## src/rtl/atm_rdr_pkg.sv

```systemverilog
// Shared types and widths for the coherent 64-bit counter reader.
package atm_rdr_pkg;

    localparam int BUS_W = 32;
    localparam int CNT_W = 64;
    localparam int PER_W = 16;

    typedef enum logic [2:0] {
        IDLE,
        REQ_LO,
        REQ_HI,
        WAIT_HI,
        DONE
    } state_e;

endpackage

```

## src/rtl/atm_rdr_period_timer.sv

```systemverilog
// Free-running auto-read period timer: emits one tick every PERIOD cycles while en is high.
module atm_rdr_period_timer
    import atm_rdr_pkg::*;
#(
    parameter int PERIOD = 0
) (
    input  logic clk,
    input  logic rst,
    input  logic en,
    output logic tick
);

    localparam logic [PER_W-1:0] RELOAD = PER_W'(PERIOD - 1);

    logic [PER_W-1:0] cnt_q, cnt_d;

    assign tick = en && (cnt_q == '0);

    always_comb begin
        cnt_d = cnt_q;
        if (en) begin
            cnt_d = tick ? RELOAD : cnt_q - 1'b1;
        end
    end

    always_ff @(posedge clk) begin
        if (rst) begin
            cnt_q <= RELOAD;
        end else begin
            cnt_q <= cnt_d;
        end
    end

endmodule

```

## src/rtl/atm_counter_reader.sv

```systemverilog
// Reads a 64-bit counter as two back-to-back 32-bit beats (LSB first) so the pair is coherent.
// Optional ATM_RDR_DELTA_EN adds delta_o = new count minus previous count.
module atm_counter_reader
    import atm_rdr_pkg::*;
#(
    parameter int AUTO_PERIOD = 0
) (
    input  logic             clk,
    input  logic             rst,
    input  logic             start_i,
    input  logic             ack_i,
    input  logic [BUS_W-1:0] data_i,
    output logic             req_o,
    output logic             atomic_o,
    output logic [CNT_W-1:0] count_o,
    output logic             valid_o,
    output logic             busy_o,
    output logic             err_o
`ifdef ATM_RDR_DELTA_EN
    ,
    output logic [CNT_W-1:0] delta_o
`endif
);

    state_e           state_q, state_d;
    logic [BUS_W-1:0] lo_q, lo_d;
    logic [CNT_W-1:0] count_q, count_d;
    logic             err_q, err_d;
    logic             auto_tick;

    atm_rdr_period_timer #(
        .PERIOD(AUTO_PERIOD)
    ) u_timer (
        .clk (clk),
        .rst (rst),
        .en  (AUTO_PERIOD != 0),
        .tick(auto_tick)
    );

    assign req_o    = (state_q == REQ_LO) || (state_q == REQ_HI);
    assign atomic_o = (state_q == REQ_LO);
    assign busy_o   = (state_q != IDLE);
    assign valid_o  = (state_q == DONE);
    assign count_o  = count_q;
    assign err_o    = err_q;

    always_comb begin
        state_d = state_q;
        lo_d    = lo_q;
        count_d = count_q;
        err_d   = 1'b0;
        case (state_q)
            IDLE:    if (start_i || auto_tick) state_d = REQ_LO;
            REQ_LO:  state_d = REQ_HI;
            REQ_HI: begin
                // Ack here answers the LSB beat issued in REQ_LO.
                if (ack_i) begin
                    lo_d    = data_i;
                    state_d = WAIT_HI;
                end else begin
                    err_d   = 1'b1;
                    state_d = IDLE;
                end
            end
            WAIT_HI: begin
                if (ack_i) begin
                    count_d = {data_i, lo_q};
                    state_d = DONE;
                end else begin
                    err_d   = 1'b1;
                    state_d = IDLE;
                end
            end
            DONE:    state_d = IDLE;
            default: state_d = IDLE;
        endcase
    end

    always_ff @(posedge clk) begin
        if (rst) begin
            state_q <= IDLE;
            lo_q    <= '0;
            count_q <= '0;
            err_q   <= 1'b0;
        end else begin
            state_q <= state_d;
            lo_q    <= lo_d;
            count_q <= count_d;
            err_q   <= err_d;
        end
    end

`ifdef ATM_RDR_DELTA_EN
    logic [CNT_W-1:0] delta_q;

    // count_q still holds the previous value on the capture edge.
    always_ff @(posedge clk) begin
        if (rst) begin
            delta_q <= '0;
        end else if (state_q == WAIT_HI && ack_i) begin
            delta_q <= {data_i, lo_q} - count_q;
        end
    end

    assign delta_o = delta_q;
`endif

endmodule

```

## config.mk

```make
export PLATFORM = sky130hd
export DESIGN_NAME = atm_counter_reader
export DESIGN_NICKNAME = d
export VERILOG_FILES = /design/src/rtl/atm_rdr_pkg.sv /design/src/rtl/atm_rdr_period_timer.sv /design/src/rtl/atm_counter_reader.sv
export SDC_FILE = /design/constraint.sdc
export NUM_CORES = 1
export LEC_CHECK = 0
export ABC_AREA = 1
export ABC_CLOCK_PERIOD_IN_PS = 1200
export BUFFER_PORTS_ARGS = -buffer_cell sky130_fd_sc_hd__buf_2
export CORE_MARGIN = 2
export CORE_UTILIZATION = 25
export CTS_BUF_LIST = sky130_fd_sc_hd__clkbuf_16
export CTS_CLUSTER_DIAMETER = 60
export DETAILED_ROUTE_END_ITERATION = 10
export PLACE_DENSITY = 0.5
export SYNTH_ARGS = -nofsm -noshare
export SYNTH_HDL_FRONTEND = slang
export SYNTH_SLANG_ARGS = --single-unit
```

## constraint.sdc

```tcl
create_clock -name clk -period 1.2 [get_ports clk]
set_input_delay 0.18 -clock clk [delete_from_list [all_inputs] [get_ports clk]]
set_output_delay 0.18 -clock clk [all_outputs]
set_load 0.02 [all_outputs]
```

==> flow_summary.json, run 1 <==
{
  "avgSynthCellArea_um2": 7.39,
  "grt_util_met3_pct": 3.35,
  "end_kind": "output pin",
  "areaGrowthSynthToFinish_pct": 54.8,
  "cts_sinks": 100,
  "fin_cells": 832,
  "setup_viol": 102,
  "path_clk_slew_ns": 0.07,
  "ant_nets": 0,
  "cts_buffers": 9,
  "yosys-top-cells-count": "198 x nor2_1, 100 x dfxtp_1, 50 x o21ai_1, 38 x inv_1, 36 x nand2_1",
  "grt_max_degree": 52,
  "clock_skew_ns": 0.00909,
  "path_buf_inv": 3,
  "layout-drive-gt1-share_pct": 41.8,
  "antenna_found_initial": 0,
  "cp_slowest_cell": "dfxtp_4",
  "p_sw_mw": 2.10,
  "synth_top_cell_area_share_pct": 52.5,
  "dp.cells": 792,
  "wl_per_cell_um": 14.8,
  "die_y_um": 127,
  "internal_power_mw": 5.82,
  "grt_use_met2_pct": 22.4,
  "ys_types": 17,
  "start_util_pct": 25.4,
  "drc": 0,
  "viasPerCell": 4.56,
  "crit_required_ns": 1.02,
  "p_leak_nw": 2.68,
  "finalMaxSlewViolations": 0,
  "rsz0062_at_grt": "yes",
  "vias": 3797,
  "core_area_um2": 15000,
  "hold_path_class": "input port to register",
  "netlist_instances": 516,
  "grt_overflow": 0,
  "drtIter0Drc": 183,
  "ys.flop_type": "dfxtp_1",
  "ys_warn_count": 0,
  "synthTopCellsByArea": "dfxtp_1 53%, nor2_1 19%, o21ai_1 6.6%, nand4_1 5.3%, inv_1 3.7%",
  "ys_seq_area_share_pct": 52.5,
  "sequentialPowerShare_pct": 44.8,
  "relSlewSlack_pct": 68.0,
  "max_stage_delay_ns": 0.36,
  "clock_power_share_pct": 38.6,
  "grt_use_met1_pct": 18.2,
  "start_kind": "register",
  "vdd_drop_max_uv": 714,
  "dp_slack_ns": -0.0784,
  "setup_tns_ns": -12.15,
  "hold_slack_ns": 0.0736,
  "io_buffers": 104,
  "yosysMostFrequentCell": "nor2_1",
  "cts_root_buffer": "clkbuf_16",
  "totalPowerFinal_mw": 7.93,
  "tritoncts": "built",
  "critical_path_peak_fanout": 3,
  "worst-slew-pin-transition_ns": 0.476,
  "p_per_area_nw_per_um2": 1340,
  "status": "complete, but fails checks",
  "synth_nets": 552,
  "cap_violations": 0,
  "crit_top_cell": "buf_6",
  "antenna_cells": 0,
  "hold_viol": 0,
  "num_io_pins": 105,
  "h-tree-depth": 3,
  "min_period_ns": 1.38,
  "ys_async_sr_fraction_pct": 0,
  "path_cells": "inv_4 -> buf_6 -> nand3_4 -> nand2_4 -> buf_6",
  "p_sw_share_pct": 26.5,
  "yosysTopAreaCell": "dfxtp_1",
  "comb_power_share_pct": 16.7,
  "nNetsFinal": 677,
  "critical_path_class": "register to output pin",
  "arrival_ns": 1.20,
  "die_width_um": 127,
  "num_rows": 45,
  "grt_pass1_vias": 3485,
  "yosys_register_bits": 100,
  "dieArea_um2": 16300,
  "fmax_mhz": 727,
  "clk_latency_ns": 0.35,
  "synth_edf_count": 0,
  "violations": "negative setup slack",
  "grt_busiest_layer": "met2",
  "firstDrtPassIters": 4,
  "dp_hpwl_um": 7230,
  "critical-path-top-delay-family": "flip-flops",
  "grt_first_pass_wirelength_um": 17900,
  "cts_max_path_buffers": 2,
  "synth_area_um2": 3810,
  "finalCritPeriodShare_pct": 115,
  "timing.final.ws_setup_ns": -0.176,
  "routed_wl_um": 12300,
  "grt_use_total_pct": 14.1,
  "routabilityCongestion": 0.720
}
==> layout make-up <==
cell class	count	area, um^2
inverters	42	181
clock buffers	9	225
fillers	1523	9130
repair inverters	1	16.3
flip-flops and latches	100	2010
multi-input cells	339	1890
well taps	188	235
clock inverters	5	77.6
repair buffers	148	1260
==> power by group through the flow <==
stage                     Combinational (mW)  Clock (mW)  Sequential (mW)
final                                   1.32        3.06             3.55
after global routing                    1.43        3.28             3.56
after CTS                               1.11        3.15             3.53
after detailed placement               0.911           0             3.60
after global placement                 0.903           0             3.59
after floorplan                        0.507           0             3.65
==> path summary, 6_finish.rpt <==
| path | startpoint | end | slack (ns) | cells past startpoint |
|---|---|---|---|---|
| worst min register to register | count_o[9]$_SDFFE_PP0P_ | count_o[9]$_SDFFE_PP0P_ | 0.47 | 2 |
| worst max register to register | state_q[2]$_SDFFE_PP0P_ | count_o[19]$_SDFFE_PP0P_ | -0.17 | 6 |
| worst min-delay path | rst | state_q[2]$_SDFFE_PP0P_ | 0.07 | 2 |
| worst max-delay path | state_q[2]$_SDFFE_PP0P_ | req_o | -0.18 | 5 |
==> what timing repair did <==
action,CTS,global route
resized for setup,84,103
gates cloned,7,9
hold buffers,0,0
pin swaps,7,34
buffers inserted,12,7
endpoints found under the hold margin,0,0
endpoints found under the setup margin,68,103
==> cells in the final DEF (no fill, tap or decap), types with 2 or more instances in the layout <==
cell type and count:
buf_4 11, bufinv_16 2, buf_2 100, nand3_4 2
nand2_1 35, nor2_2 19, nor2_1 167, inv_1 34
dfxtp_1 97, nand4_1 32, inv_2 4, inv_4 3
nor2_4 14, nand2_8 2, clkbuf_16 16, o21ai_1 8
buf_12 19, o21ai_2 55, dfxtp_4 3, buf_6 11
==> stage by stage <==
stage / area, um^2 / util [%]
after floorplan: 3810 / -
after global placement: 4620 / 30.7
after detailed placement: 4620 / 30.7
after CTS: 5480 / 36.4
after global routing: 5900 / 39.3
final: 5900 / 39.3
==> sequential cells by signal, indices dropped and copies added (netlist names) <==
signal / cells
err_o: 1
state_q: 3
lo_q: 32
count_o: 64
==> layer usage <==
metal  up-vias  wire length (um)
li1       1892                 -
met1      1774              5430
met2       104              5910
met3        27               585
met4         0               391
met5         -                 0
==> worst register-to-register path, delay by kind of cell (launching register included) <==
family	cells	cell delay, ns
and+or+nand+nor	3	0.43
DFF	1	0.36
buffers and inverters	2	0.35
AOI/OAI and AO/OA	1	0.13
==> kinds of logic after synthesis <==
logic type	share of synthesized area (%)
AND/OR/NAND/NOR	29.7
flip-flops	52.5
buffers and inverters	9.35
AO/OA/AOI/OAI	8.40
(Power assumes the default switching activity.)
==> inputs of run 2 (changes only) <==
--- a/config.mk
+++ b/config.mk
@@ -13,6 +13,7 @@
 export CTS_BUF_LIST = sky130_fd_sc_hd__clkbuf_16
 export CTS_CLUSTER_DIAMETER = 60
 export DETAILED_ROUTE_END_ITERATION = 10
+export HOLD_SLACK_MARGIN = 0.03
 export PLACE_DENSITY = 0.5
 export SYNTH_ARGS = -nofsm -noshare
 export SYNTH_HDL_FRONTEND = slang
==> constraint.sdc (replaced) <==
create_clock -name clk -period 1.2 [get_ports clk]
set_input_delay 0.18 -clock clk [delete_from_list [all_inputs] [get_ports clk]]
set_output_delay 0.18 -clock clk [all_outputs]
set_load 0.1 [all_outputs]
==> flow_summary.json, run 2 (synthesized netlist as in run 1, its figures left out) <==
{
  "hold_path_class": "input port to register",
  "multiInputGateArea_um2": 1980,
  "finalCritPeriodShare_pct": 121,
  "setup_viol": 100,
  "ant_nets": 0,
  "critical_path_peak_fanout": 3,
  "hold_depth": 2,
  "grt_first_pass_wirelength_um": 18500,
  "routed_wl_um": 12600,
  "p_sw_share_pct": 30.9,
  "grt_pass1_vias": 3667,
  "status": "complete, but fails checks",
  "holdPathEnd": "state_q[2]$_SDFFE_PP0P_",
  "cts_max_path_buffers": 2,
  "grt_use_total_pct": 14.5,
  "p_sw_mw": 2.62,
  "layout-drive-gt1-share_pct": 53.6,
  "setup_tns_ns": -9.05,
  "dieArea_um2": 16300,
  "sequentialPowerShare_pct": 42.5,
  "routabilityCongestion": 0.707,
  "internal_power_mw": 5.85,
  "firstDrtPassIters": 4,
  "arrival_ns": 1.27,
  "fin_cells": 833,
  "die_width_um": 127,
  "mostFrequentLayoutCell": "nor2_1",
  "cts-hold-fix-buffers": 0,
  "fillers": 1395,
  "regToRegEndpoint": "count_o[34]$_SDFFE_PP0P_",
  "antenna_found_initial": 0,
  "totalPowerFinal_mw": 8.46,
  "clock_skew_ns": 0.00784,
  "cap_violations": 0,
  "antenna_cells": 0,
  "end_kind": "output pin",
  "tritoncts": "built",
  "finalMaxSlewViolations": 0,
  "final_cell_mix": "137 x nor2_1, 84 x buf_12, 65 x dfxtp_2, 40 x nor2_4, 38 x o21ai_2",
  "io_buffers": 104,
  "hold_path.startpoint": "rst",
  "core_area_um2": 15000,
  "hold_slack_ns": 0.0795,
  "dp_hpwl_um": 7080,
  "cts_root_buffer": "clkbuf_16",
  "num_rows": 45,
  "p_per_area_nw_per_um2": 1190,
  "violations": "negative setup slack",
  "die_y_um": 127,
  "clock_power_share_pct": 34.7,
  "seqCellArea_um2": 2090,
  "crit_required_ns": 1.02,
  "dp_slack_ns": -0.0430,
  "min_period_ns": 1.45,
  "vias": 3759,
  "areaGrowthSynthToFinish_pct": 86.1,
  "critical_path_class": "register to output pin",
  "path_clk_slew_ns": 0.07,
  "wl_per_cell_um": 15.1,
  "hold_viol": 0,
  "cts_sinks": 100,
  "vdd_drop_max_uv": 768,
  "dp.cells": 792,
  "grt_max_degree": 61,
  "relSlewSlack_pct": 74.0,
  "rsz0062_at_grt": "yes",
  "drc": 0,
  "clk_latency_ns": 0.35,
  "largest_reg_flops": 64,
  "start_kind": "register",
  "grt_overflow": 0,
  "viasPerCell": 4.51,
  "comb_power_share_pct": 22.8,
  "cts_buffers": 9,
  "timing.final.ws_setup_ns": -0.252,
  "h-tree-depth": 3,
  "reg2reg_slack_ns": -0.17,
  "r2r-start": "state_q[2]$_SDFFE_PP0P_",
  "p_leak_nw": 2.98,
  "nNetsFinal": 676,
  "worst-slew-pin-transition_ns": 0.386,
  "r2r_cells": 9,
  "num_io_pins": 105,
  "fmax_mhz": 689,
  "drtIter0Drc": 259,
  "start_util_pct": 25.4
}
## run 2: area by class of cell
type	count	share of cell area [%]
repair buffers	149	32.7
clock buffers	9	3.18
clock inverters	7	1.04
flip-flops and latches	100	29.5
multi-input cells	338	27.9
well taps	188	3.32
inverters	42	2.38
## run 2: what timing repair did
action	4_1_cts	5_1_grt
setup buffers	10	8
pin swaps	6	62
gates cloned	9	7
resized for setup	58	134
setup endpoints to repair	52	101
## run 2: worst max path at each step
stage | startpoint | end | slack, ns
2_1_floorplan | state_q[2]$_SDFFE_PP0P_ | valid_o | -0.18
5_1_grt | state_q[2]$_SDFFE_PP0P_ | valid_o | -0.30
6_report | state_q[2]$_SDFFE_PP0P_ | atomic_o | -0.25
3_3_place_gp | state_q[0]$_SDFFE_PP0P_ | busy_o | 0.001
3_5_place_dp | state_q[1]$_SDFFE_PP0P_ | count_o[14]$_SDFFE_PP0P_ | -0.04
4_1_cts | state_q[0]$_SDFFE_PP0P_ | valid_o | -0.26
## run 2: worst max-delay path: stages (launching register included)
cell        delay [ns]
dfxtp_4           0.38
inv_4             0.04
buf_12            0.12
nand3_4           0.08
clkinvlp_4        0.12
buf_12            0.18
## run 2: routing by layer
metal | share of wire [%] | GRT usage (%) | wire length (um)
met4 | 1.6 | 5.17 | 199
met2 | 49 | 24.6 | 6170
met3 | 5.7 | 3.60 | 718
met5 | 0 | 0 | 0
met1 | 44 | 17.9 | 5480
## run 2: power groups by stage
stage,combinational [mW],sequential [mW],clock [mW]
floorplan,0.647,3.99,0
global placement,1.63,3.63,0
detailed placement,1.65,3.64,0
CTS,1.78,3.57,3.02
global route,2.05,3.61,3.15
finish,1.93,3.59,2.94
## run 2: through the flow
| step | utilization (%) | area [um^2] |
|---|---|---|
| 3_5_place_dp | 38.3 | 5760 |
| 2_1_floorplan | - | 3920 |
| 4_1_cts | 43.9 | 6600 |
| 5_1_grt | 47.2 | 7090 |
| 6_report | 47.2 | 7090 |
| 3_3_place_gp | 38.3 | 5760 |
==> inputs of run 3 (changes only) <==
--- a/config.mk
+++ b/config.mk
@@ -6,7 +6,7 @@
 export NUM_CORES = 1
 export LEC_CHECK = 0
 export ABC_AREA = 1
-export ABC_CLOCK_PERIOD_IN_PS = 1200
+export ABC_CLOCK_PERIOD_IN_PS = 1600
 export BUFFER_PORTS_ARGS = -buffer_cell sky130_fd_sc_hd__buf_2
 export CORE_MARGIN = 2
 export CORE_UTILIZATION = 25
@@ -14,7 +14,8 @@
 export CTS_CLUSTER_DIAMETER = 60
 export DETAILED_ROUTE_END_ITERATION = 10
 export HOLD_SLACK_MARGIN = 0.03
-export PLACE_DENSITY = 0.5
+export PLACE_DENSITY = 0.48
+export SKIP_CTS_REPAIR_TIMING = 1
 export SYNTH_ARGS = -nofsm -noshare
 export SYNTH_HDL_FRONTEND = slang
 export SYNTH_SLANG_ARGS = --single-unit
==> constraint.sdc (replaced) <==
create_clock -name clk -period 1.6 [get_ports clk]
set_input_delay 0.24 -clock clk [delete_from_list [all_inputs] [get_ports clk]]
set_output_delay 0.24 -clock clk [all_outputs]
set_load 0.1 [all_outputs]
==> flow_summary.json, run 3 (synthesized netlist as in run 1, its figures left out) <==
{
  "viasPerCell": 4.33,
  "final_area_um2": 4890,
  "grt_max_degree": 56,
  "nNetsFinal": 645,
  "cts_root_buffer": "clkbuf_16",
  "grt_use_total_pct": 12.9,
  "worst-slew-pin-transition_ns": 0.523,
  "dp_hpwl_um": 6860,
  "r2r_cells": 6,
  "num_rows": 45,
  "fillers": 1631,
  "status": "finished clean",
  "wl_met2_um": 4540,
  "rsz0062_at_grt": "no",
  "setup_viol": 0,
  "drc": 0,
  "routed_wl_um": 9850,
  "start_kind": "register",
  "hold_path_class": "input port to register",
  "path_clk_slew_ns": 0.07,
  "wl_per_cell_um": 12.3,
  "cp.depth": 4,
  "h-tree-depth": 3,
  "end_kind": "output pin",
  "dieArea_um2": 16300,
  "crit_path_end": "req_o",
  "start_util_pct": 25.4,
  "fmax_mhz": 662,
  "die_width_um": 127,
  "drt-met1-wl_um": 4600,
  "num_io_pins": 105,
  "critical_path_class": "register to output pin",
  "path_cells": "inv_2 -> nand3_1 -> nand2_2 -> buf_12",
  "seqCellArea_um2": 2010,
  "hold_viol": 0,
  "finalMaxSlewViolations": 0,
  "io_buffers": 104,
  "multiInputGateArea_um2": 1480,
  "reg2reg_slack_ns": 0.28,
  "grt_pass1_vias": 3401,
  "cap_violations": 0,
  "tritoncts": "built",
  "critical-path-top-delay-family": "flip-flops",
  "final_cell_mix": "198 x nor2_1, 100 x buf_2, 97 x dfxtp_1, 50 x o21ai_1, 36 x inv_1",
  "finalCritPeriodShare_pct": 94.4,
  "relSlewSlack_pct": 65.3,
  "route.top_layer_used": "met4",
  "firstDrtPassIters": 4,
  "min_period_ns": 1.51,
  "place_area_um2": 4570,
  "p_per_area_nw_per_um2": 1190,
  "antenna_found_initial": 1,
  "routabilityCongestion": 0.705,
  "clk_latency_ns": 0.34,
  "regToRegEndpoint": "lo_q[18]$_SDFFE_PP0P_",
  "grt_overflow": 0,
  "crit_required_ns": 1.36,
  "cts_sinks": 100,
  "startpoint": "state_q[2]$_SDFFE_PP0P_",
  "hold_slack_ns": 0.138,
  "cts_buffers": 9,
  "arrival_ns": 1.27,
  "vdd_drop_max_uv": 410,
  "core_area_um2": 15000,
  "path_buf_inv": 2,
  "layout-drive-gt1-share_pct": 24.3,
  "die_y_um": 127,
  "cts_max_path_buffers": 2,
  "r2r-start": "state_q[1]$_SDFFE_PP0P_",
  "p_leak_nw": 2.26,
  "max_stage_delay_ns": 0.38,
  "mostFrequentLayoutCell": "nor2_1",
  "grt_first_pass_wirelength_um": 16500,
  "ant_nets": 0,
  "vias": 3473,
  "areaGrowthSynthToFinish_pct": 28.3,
  "cp_slowest_cell": "dfxtp_4",
  "met3_length_um": 562,
  "critical_path_peak_fanout": 5,
  "clock_skew_ns": 0.00784,
  "largest_reg_flops": 64,
  "drtIter0Drc": 143
}
[run 3: cell count changes in the layout (fill, tap and decap cells not counted), moves of 9 or more]
cell / delta
nor2_4: -38
nor2_2: -23
nor2_1: +61
o21ai_0: +11
buf_12: -78
o21ai_1: +27
o21ai_2: -38
buf_2: +65
buf_6: -9
dfxtp_1: +64
dfxtp_2: -63
[run 3: cell type report]
| class | instances | share of cell area (%) |
|---|---|---|
| Inverter | 42 | 3.22 |
| Clock buffer | 9 | 4.60 |
| Multi-Input combinational cell | 338 | 30.3 |
| Timing Repair Buffer | 118 | 14.5 |
| Sequential cell | 100 | 41.1 |
| Tap cell | 188 | 4.81 |
| Clock inverter | 7 | 1.38 |
| Antenna cell | 1 | 0.0512 |
[run 3: per-stage QoR]
| step | utilization [%] | setup slack [ns] | TNS, ns | std cells | power [mW] |
|---|---|---|---|---|---|
| global route | 32.5 | 0.00168 | 0 | 802 | 6.13 |
| CTS | 32.3 | -0.103 | -0.211 | 802 | 5.93 |
| detailed placement | 30.4 | 0.259 | 0 | 786 | 3.73 |
| global placement | 30.4 | 0.272 | 0 | 786 | 3.72 |
| floorplan | - | 0.0637 | 0 | 516 | 3.46 |
| finish | 32.5 | 0.0888 | 0 | 803 | 5.83 |
[run 3: worst min-delay path by stage]
| stage | cells after the start | from | to | slack [ns] |
|---|---|---|---|---|
| finish | 2 | rst | state_q[1]$_SDFFE_PP0P_ | 0.14 |
| global route | 2 | rst | state_q[1]$_SDFFE_PP0P_ | 0.13 |
| CTS | 2 | rst | state_q[1]$_SDFFE_PP0P_ | 0.12 |
| detailed placement | 2 | count_o[21]$_SDFFE_PP0P_ | count_o[21]$_SDFFE_PP0P_ | 0.47 |
| global placement | 2 | count_o[8]$_SDFFE_PP0P_ | count_o[8]$_SDFFE_PP0P_ | 0.46 |
| floorplan | 1 | rst | err_o$_SDFF_PP0_ | 0.31 |
[run 3: routing by layer]
| layer | up-vias | GRT usage (%) |
|---|---|---|
| met5 | - | 0 |
| met4 | 0 | 4.65 |
| met3 | 14 | 4.27 |
| met2 | 72 | 20.6 |
| met1 | 1572 | 16.2 |
| li1 | 1815 | - |
[run 3: power breakdown]
group,switching [mW],total (mW),leakage [nW],internal [mW]
combinational,0.773,1.04,1.30,0.264
sequential,0.0584,2.64,0.810,2.59
clock,0.946,2.15,0.145,1.21
